<file path="config.mk">
export PLATFORM = sky130hd
export DESIGN_NAME = mul_ctrl_flat
export DESIGN_NICKNAME = d
export VERILOG_FILES = /design/src/rtl/mul_pkg.sv /design/src/rtl/mul_ctrl_if.sv /design/src/rtl/mul_ctrl.sv /design/src/flat_wrapper.sv
export SDC_FILE = /design/constraint.sdc
export NUM_CORES = 1
export LEC_CHECK = 0
export CAP_MARGIN = 25
export CORE_MARGIN = 2
export CORE_UTILIZATION = 40
export CTS_CLUSTER_DIAMETER = 100
export CTS_CLUSTER_SIZE = 12
export DETAILED_ROUTE_END_ITERATION = 12
export GPL_ROUTABILITY_DRIVEN = 0
export SYNTH_ARGS = -nofsm -noshare
export SYNTH_HDL_FRONTEND = slang
export SYNTH_SLANG_ARGS = --single-unit
</file>
<file path="constraint.sdc">
create_clock -name clk -period 2.08 [get_ports clk]
set_input_delay 0.52 -clock clk [delete_from_list [all_inputs] [get_ports clk]]
set_output_delay 0.52 -clock clk [all_outputs]
set_load 0.005 [all_outputs]
</file>
<file path="src/rtl/mul_pkg.sv">
`default_nettype none
// ============================================================================
//  Module      : mul_pkg
//  Description : Shared types and constants for the repeated-addition
//                multiplier (controller state encoding, default watchdog
//                limit, datapath width).
//  Revision    : 1.0 - initial release
// ============================================================================
package mul_pkg;

  // Default iteration limit before the watchdog forces DONE with err.
  localparam int unsigned c_max_iter = 65535;
  // Default width of the controller's iteration counter.
  localparam int unsigned c_iter_w   = 16;
  // Width of operand A, counter B and accumulator P in the datapath.
  localparam int unsigned c_data_w   = 16;

  // Controller states; encodings are fixed so they can be decoded externally.
  typedef enum logic [2:0] {
    IDLE = 3'd0,
    LDA  = 3'd1,
    LDB  = 3'd2,
    CHK  = 3'd3,
    ADD  = 3'd4,
    DONE = 3'd5
  } mul_state_t;

endpackage
`default_nettype wire

</file>
<file path="src/rtl/mul_ctrl_if.sv">
`default_nettype none
// ============================================================================
//  Module      : mul_ctrl_if
//  Description : Host/datapath handshake bundle for the multiplier
//                controller. master = host + datapath side, slave = mul_ctrl.
//                Optional macro MUL_CTRL_ABORT_EN adds the abort request.
//  Revision    : 1.0 - initial release
// ============================================================================
interface mul_ctrl_if;

  // Requests from the host and the B==0 flag from the datapath.
  logic start;
  logic eqz;
  logic ack;
`ifdef MUL_CTRL_ABORT_EN
  logic abort;
`endif

  // Controller status and datapath strobes.
  logic ready;
  logic lda;
  logic ldb;
  logic decb;
  logic clrp;
  logic ldp;
  logic done;
  logic err;

  modport master (
    output start, eqz, ack,
`ifdef MUL_CTRL_ABORT_EN
    output abort,
`endif
    input  ready, lda, ldb, decb, clrp, ldp, done, err
  );

  modport slave (
    input  start, eqz, ack,
`ifdef MUL_CTRL_ABORT_EN
    input  abort,
`endif
    output ready, lda, ldb, decb, clrp, ldp, done, err
  );

endinterface
`default_nettype wire

</file>
<file path="src/rtl/mul_ctrl.sv">
`default_nettype none
// ============================================================================
//  Module      : mul_ctrl
//  Description : Moore FSM sequencing the repeated-addition multiplier:
//                load A, load B, then one P<=P+A / B<=B-1 step per
//                iteration until B==0. start/done/ack host handshake plus
//                an iteration watchdog that ends the run with err set.
//                Optional macro MUL_CTRL_ABORT_EN: abort returns to IDLE
//                from any busy state without a done pulse.
//  Revision    : 1.0 - initial release
// ============================================================================
module mul_ctrl
  import mul_pkg::*;
#(
  parameter int unsigned MAX_ITER = c_max_iter,
  parameter int unsigned ITER_W   = c_iter_w
) (
  input  wire logic   clk,
  input  wire logic   rst_n,
  mul_ctrl_if.slave   bus
);

  // Watchdog limit expressed in the counter's own width.
  localparam logic [ITER_W-1:0] c_iter_max = ITER_W'(MAX_ITER);

  mul_state_t        r_state;
  mul_state_t        w_state_next;
  logic [ITER_W-1:0] r_iter;
  logic              r_err;
  logic              w_iter_max;
  logic              w_abort;

  assign w_iter_max = (r_iter == c_iter_max);

  // abort only matters once an operation is under way.
`ifdef MUL_CTRL_ABORT_EN
  assign w_abort = bus.abort && (r_state != IDLE);
`else
  assign w_abort = 1'b0;
`endif

  // State register; reset returns to IDLE without waiting for a clock.
  always_ff @(posedge clk or negedge rst_n) begin
    if (!rst_n) begin
      r_state <= IDLE;
    end else begin
      r_state <= w_state_next;
    end
  end

  // Next-state selection and Moore output decode from the current state.
  always_comb begin
    w_state_next = r_state;
    bus.ready    = 1'b0;
    bus.lda      = 1'b0;
    bus.ldb      = 1'b0;
    bus.decb     = 1'b0;
    bus.clrp     = 1'b0;
    bus.ldp      = 1'b0;
    bus.done     = 1'b0;
    bus.err      = 1'b0;

    case (r_state)
      IDLE: begin
        bus.ready = 1'b1;
        if (bus.start) begin
          w_state_next = LDA;
        end
      end
      LDA: begin
        bus.lda      = 1'b1;
        bus.clrp     = 1'b1;
        w_state_next = LDB;
      end
      LDB: begin
        bus.ldb      = 1'b1;
        w_state_next = CHK;
      end
      CHK: begin
        // Zero multiplier and watchdog expiry both finish the run.
        if (bus.eqz || w_iter_max) begin
          w_state_next = DONE;
        end else begin
          w_state_next = ADD;
        end
      end
      ADD: begin
        bus.ldp      = 1'b1;
        bus.decb     = 1'b1;
        w_state_next = CHK;
      end
      DONE: begin
        bus.done = 1'b1;
        // err is only meaningful while the result is being presented.
        bus.err  = r_err;
        if (bus.ack) begin
          w_state_next = IDLE;
        end
      end
      default: begin
        w_state_next = IDLE;
      end
    endcase

    // abort overrides every other transition.
    if (w_abort) begin
      w_state_next = IDLE;
    end
  end

  // Iteration counter and watchdog flag, both restarted on every LDA.
  always_ff @(posedge clk or negedge rst_n) begin
    if (!rst_n) begin
      r_iter <= '0;
      r_err  <= 1'b0;
    end else if (w_abort) begin
      r_err  <= 1'b0;
    end else begin
      case (r_state)
        LDA: begin
          r_iter <= '0;
          r_err  <= 1'b0;
        end
        CHK: begin
          // Watchdog trips only when B is still non-zero at the limit.
          if (!bus.eqz && w_iter_max) begin
            r_err <= 1'b1;
          end
        end
        ADD: begin
          // Saturate rather than wrap; CHK normally exits first.
          if (!w_iter_max) begin
            r_iter <= r_iter + 1'b1;
          end
        end
        default: begin
          r_iter <= r_iter;
        end
      endcase
    end
  end

endmodule
`default_nettype wire

</file>
<file path="src/flat_wrapper.sv">
// flat-port wrapper written by rule: the top's interface ports become plain ports
module mul_ctrl_flat import mul_pkg::*;
#(
  parameter int unsigned MAX_ITER = c_max_iter,
  parameter int unsigned ITER_W   = c_iter_w
)
  (clk, rst_n, bus_start, bus_eqz, bus_ack, bus_ready, bus_lda, bus_ldb, bus_decb, bus_clrp, bus_ldp, bus_done, bus_err);
  mul_ctrl_if bus_i ();
  input  wire logic clk;
  input  wire logic rst_n;
  input wire logic [$bits(bus_i.start)-1:0] bus_start;
  input wire logic [$bits(bus_i.eqz)-1:0] bus_eqz;
  input wire logic [$bits(bus_i.ack)-1:0] bus_ack;
  output wire logic [$bits(bus_i.ready)-1:0] bus_ready;
  output wire logic [$bits(bus_i.lda)-1:0] bus_lda;
  output wire logic [$bits(bus_i.ldb)-1:0] bus_ldb;
  output wire logic [$bits(bus_i.decb)-1:0] bus_decb;
  output wire logic [$bits(bus_i.clrp)-1:0] bus_clrp;
  output wire logic [$bits(bus_i.ldp)-1:0] bus_ldp;
  output wire logic [$bits(bus_i.done)-1:0] bus_done;
  output wire logic [$bits(bus_i.err)-1:0] bus_err;
  assign bus_i.start = bus_start;
  assign bus_i.eqz = bus_eqz;
  assign bus_i.ack = bus_ack;
  assign bus_ready = bus_i.ready;
  assign bus_lda = bus_i.lda;
  assign bus_ldb = bus_i.ldb;
  assign bus_decb = bus_i.decb;
  assign bus_clrp = bus_i.clrp;
  assign bus_ldp = bus_i.ldp;
  assign bus_done = bus_i.done;
  assign bus_err = bus_i.err;
  mul_ctrl #(.MAX_ITER(MAX_ITER), .ITER_W(ITER_W)) u_core (.clk(clk), .rst_n(rst_n), .bus(bus_i));
endmodule
</file>
==> run metrics <==
Placed Area between 1000 and 1500 sq um; NumNets Final 153; CTS Root Cell clkbuf_4; WS Path Type flop to flop; Setup crit start u_core.r_state[0]; initial antenna violation count 0; Hold Crit Depth 2; sequential share of the synthesized area 46.0%; multiplexer share of the synthesized area 0%; Pre-antenna DRT Iters 5; Post-Place Worst Slack 0.0488 ns; fin util between 50% and 60%; r2r startpoint u_core.r_state[0]; via count 1009; GR Layer Usage met3 5.12%; core area 2520 sq um; post-synthesis xor/xnor area fraction 1.61%; cts hold-fix bufs 0; Finished Cell Area 1410 sq um; startpoint type of the worst setup path flop; Clock Path Buffers 2; Synth area leaders dfrtp_1 (46%), o31ai_1 (6.9%), a21oi_1 (5.5%); Setup crit end kind flop; Routed WL per cell between 10 and 15 um; Worst EP required 2.33 ns; wire length of the first global-routing pass about 4400 um; Hold WS 0.520 ns; Worst-path clk slew 0.12 ns; Boundary Pins 13; IO buf count 12; Post-Syn Nets 123; max-slew violations 0; Overall Global Routing Usage ~17%; layout cell share with drive strength beyond 1 28.1%; Cells after DPL 164; Post-Syn Instances 117; Leak 0.603 nW; max cap viols 0; busiest grt layer met2; Synth Area in Adders 1.15%; DP HPWL 1850 um; starting density of the core 43.1%; yosys warns 0; largest family of logic cells by synthesized area simple AND/OR/NAND/NOR gates; simple-gate portion of the synthesized area between 20% and 30%; Compound-Gate Fraction of Synth Area around 22%; Finished Layout Cells approximately 180; synthesized area 1090 sq um; number of flops mapped to enable cells by yosys 0; ANT cells 0; Main synth FF type dfrtp_1; grt met2 use 27.9%; Final Skew 0.0107 ns; top-area cell type share of the netlist area 46.0%; DRT iter0 DRCs 28; P&R area growth vs syn 29.9%; htree depth 1; Synth area leader dfrtp_1; worst hold path class flop to flop; Yosys reg bits 20; Crit Path Max Fanout 6; async set-or-reset flop fraction in the synthesized netlist 100%; Die Ht 56.1 um; Worst Reg2Reg Path Length in Cells 5; period utilization 99.4%; Cell Pwr Density 915 nW/um^2; Row Count 18; CTS tree done; Achievable Freq around 480 MHz; CTS sink cnt 20; worst-skew pair later-pin latency 0.31 ns; synth unique cells 28; min Tclk post-route between 2 and 2.5 ns; Die Wd roughly 56 um; Die ar. 3150 sq um; GRT overflow 0; most frequent cells after synthesis dfrtp_1 (20), a21oi_1 (12), o31ai_1 (10); final setup TNS 0 ns; WL final approximately 2600 um; residual DRC count 0; synthesized area per cell 9.29 sq um; Final ANT Viol Nets 0; final hold violation count 0; Slew @ Worst Pin 0.379 ns; Design Power about 1.3 mW; critical path arrival 2.32 ns; DR vias/cell roughly 5.7; vias in the first global route between 900 and 1000; final setup margin 0.0116 ns; unrepaired setup endpoints after global routing true; Setup violations, final 0; number of clock buffers inserted by TritonCTS 3; outcome finished clean; met1 GRT Util 23.7%; peak supply drop 0.664 mV; hold wc startpoint u_core.r_err; relative slew slack 74.4%; largest net degree at the start of global routing 21; most common cell in the netlist dfrtp_1
-- final cells by class --
type | instances | area, sq um
clock buffers | 4 | 36.3
fillers | 234 | 1110
inverters | 7 | 28.8
multi-input cells | 83 | 561
flip-flops and latches | 20 | 500
well taps | 30 | 37.5
repair buffers | 32 | 249
-- where the power goes --
part           internal (mW)  total, mW  switching [mW]
registers              0.431      0.469          0.0372
clock network          0.107      0.235           0.128
logic                  0.303      0.588           0.285
-- layer usage --
| metal | vias up | part of all wire (%) |
|---|---|---|
| met1 | 486 | 50 |
| met2 | 10 | 47 |
| met4 | 0 | 0.58 |
| met3 | 2 | 2.7 |
| met5 | - | 0 |
| li1 | 511 | - |
-- kinds of logic (layout without fill, tap and decap cells) --
family          after synthesis  in the layout
simple gates                 43             43
compound gates               37             37
flops                        20             20
buf+inv                      14             43
xor+xnor                      2              2
fa+ha+maj                     1              1
-- repair_timing --
item	CTS	global route
pin swaps	3	1
buffers inserted	5	3
endpoints found under the hold margin	0	0
endpoints found under the setup margin	8	7
resized for setup	19	11
-- placed cells by master, fill, tap and decap left out, drive strengths merged --
cell           netlist  routed
inv                  7       7
and3                 2       2
or4                  8       8
xor2                 2       2
clkdlybuf4s50        0       4
o21ai                8       8
and4                 1       1
a21oi               12      12
o31ai               10      10
nor4                 1       1
nand4                5       5
nor3                 3       3
dlygate4sd2          0       4
o2111ai              1       1
buf                  3      20
ha                   1       1
or2b                 1       1
nand3                7       7
nand2                5       5
dfrtp               20      20
o211ai               3       3
or3b                 1       1
clkbuf               4       8
o41ai                1       1
or3                  4       4
and2                 1       1
nor2                 4       4
o311ai               1       1
o21a                 1       1
-- registers in the layout, indices dropped and copies added, names as in the netlist --
name            cells
u_core.r_err        1
u_core.r_iter      16
u_core.r_state      3
-- worst max-delay path, cell delays in order (launching register included) --
cell and delay [ns]:
dfrtp_1 0.42, buf_4 0.14, or3b_4 0.40, or4_4 0.47, or4_4 0.44, a21oi_2 0.14
-- path summary, 6_finish.rpt --
path	to	slack (ns)
worst max-delay path	u_core.r_iter[13]	0.01
worst min-delay path	u_core.r_err	0.52
worst max register to register	u_core.r_iter[13]	0.01
worst min register to register	u_core.r_err	0.52
max in group asynchronous	u_core.r_iter[2]	1.33
min in group asynchronous	u_core.r_iter[7]	0.53
Power figures use the tool's default switching activity.
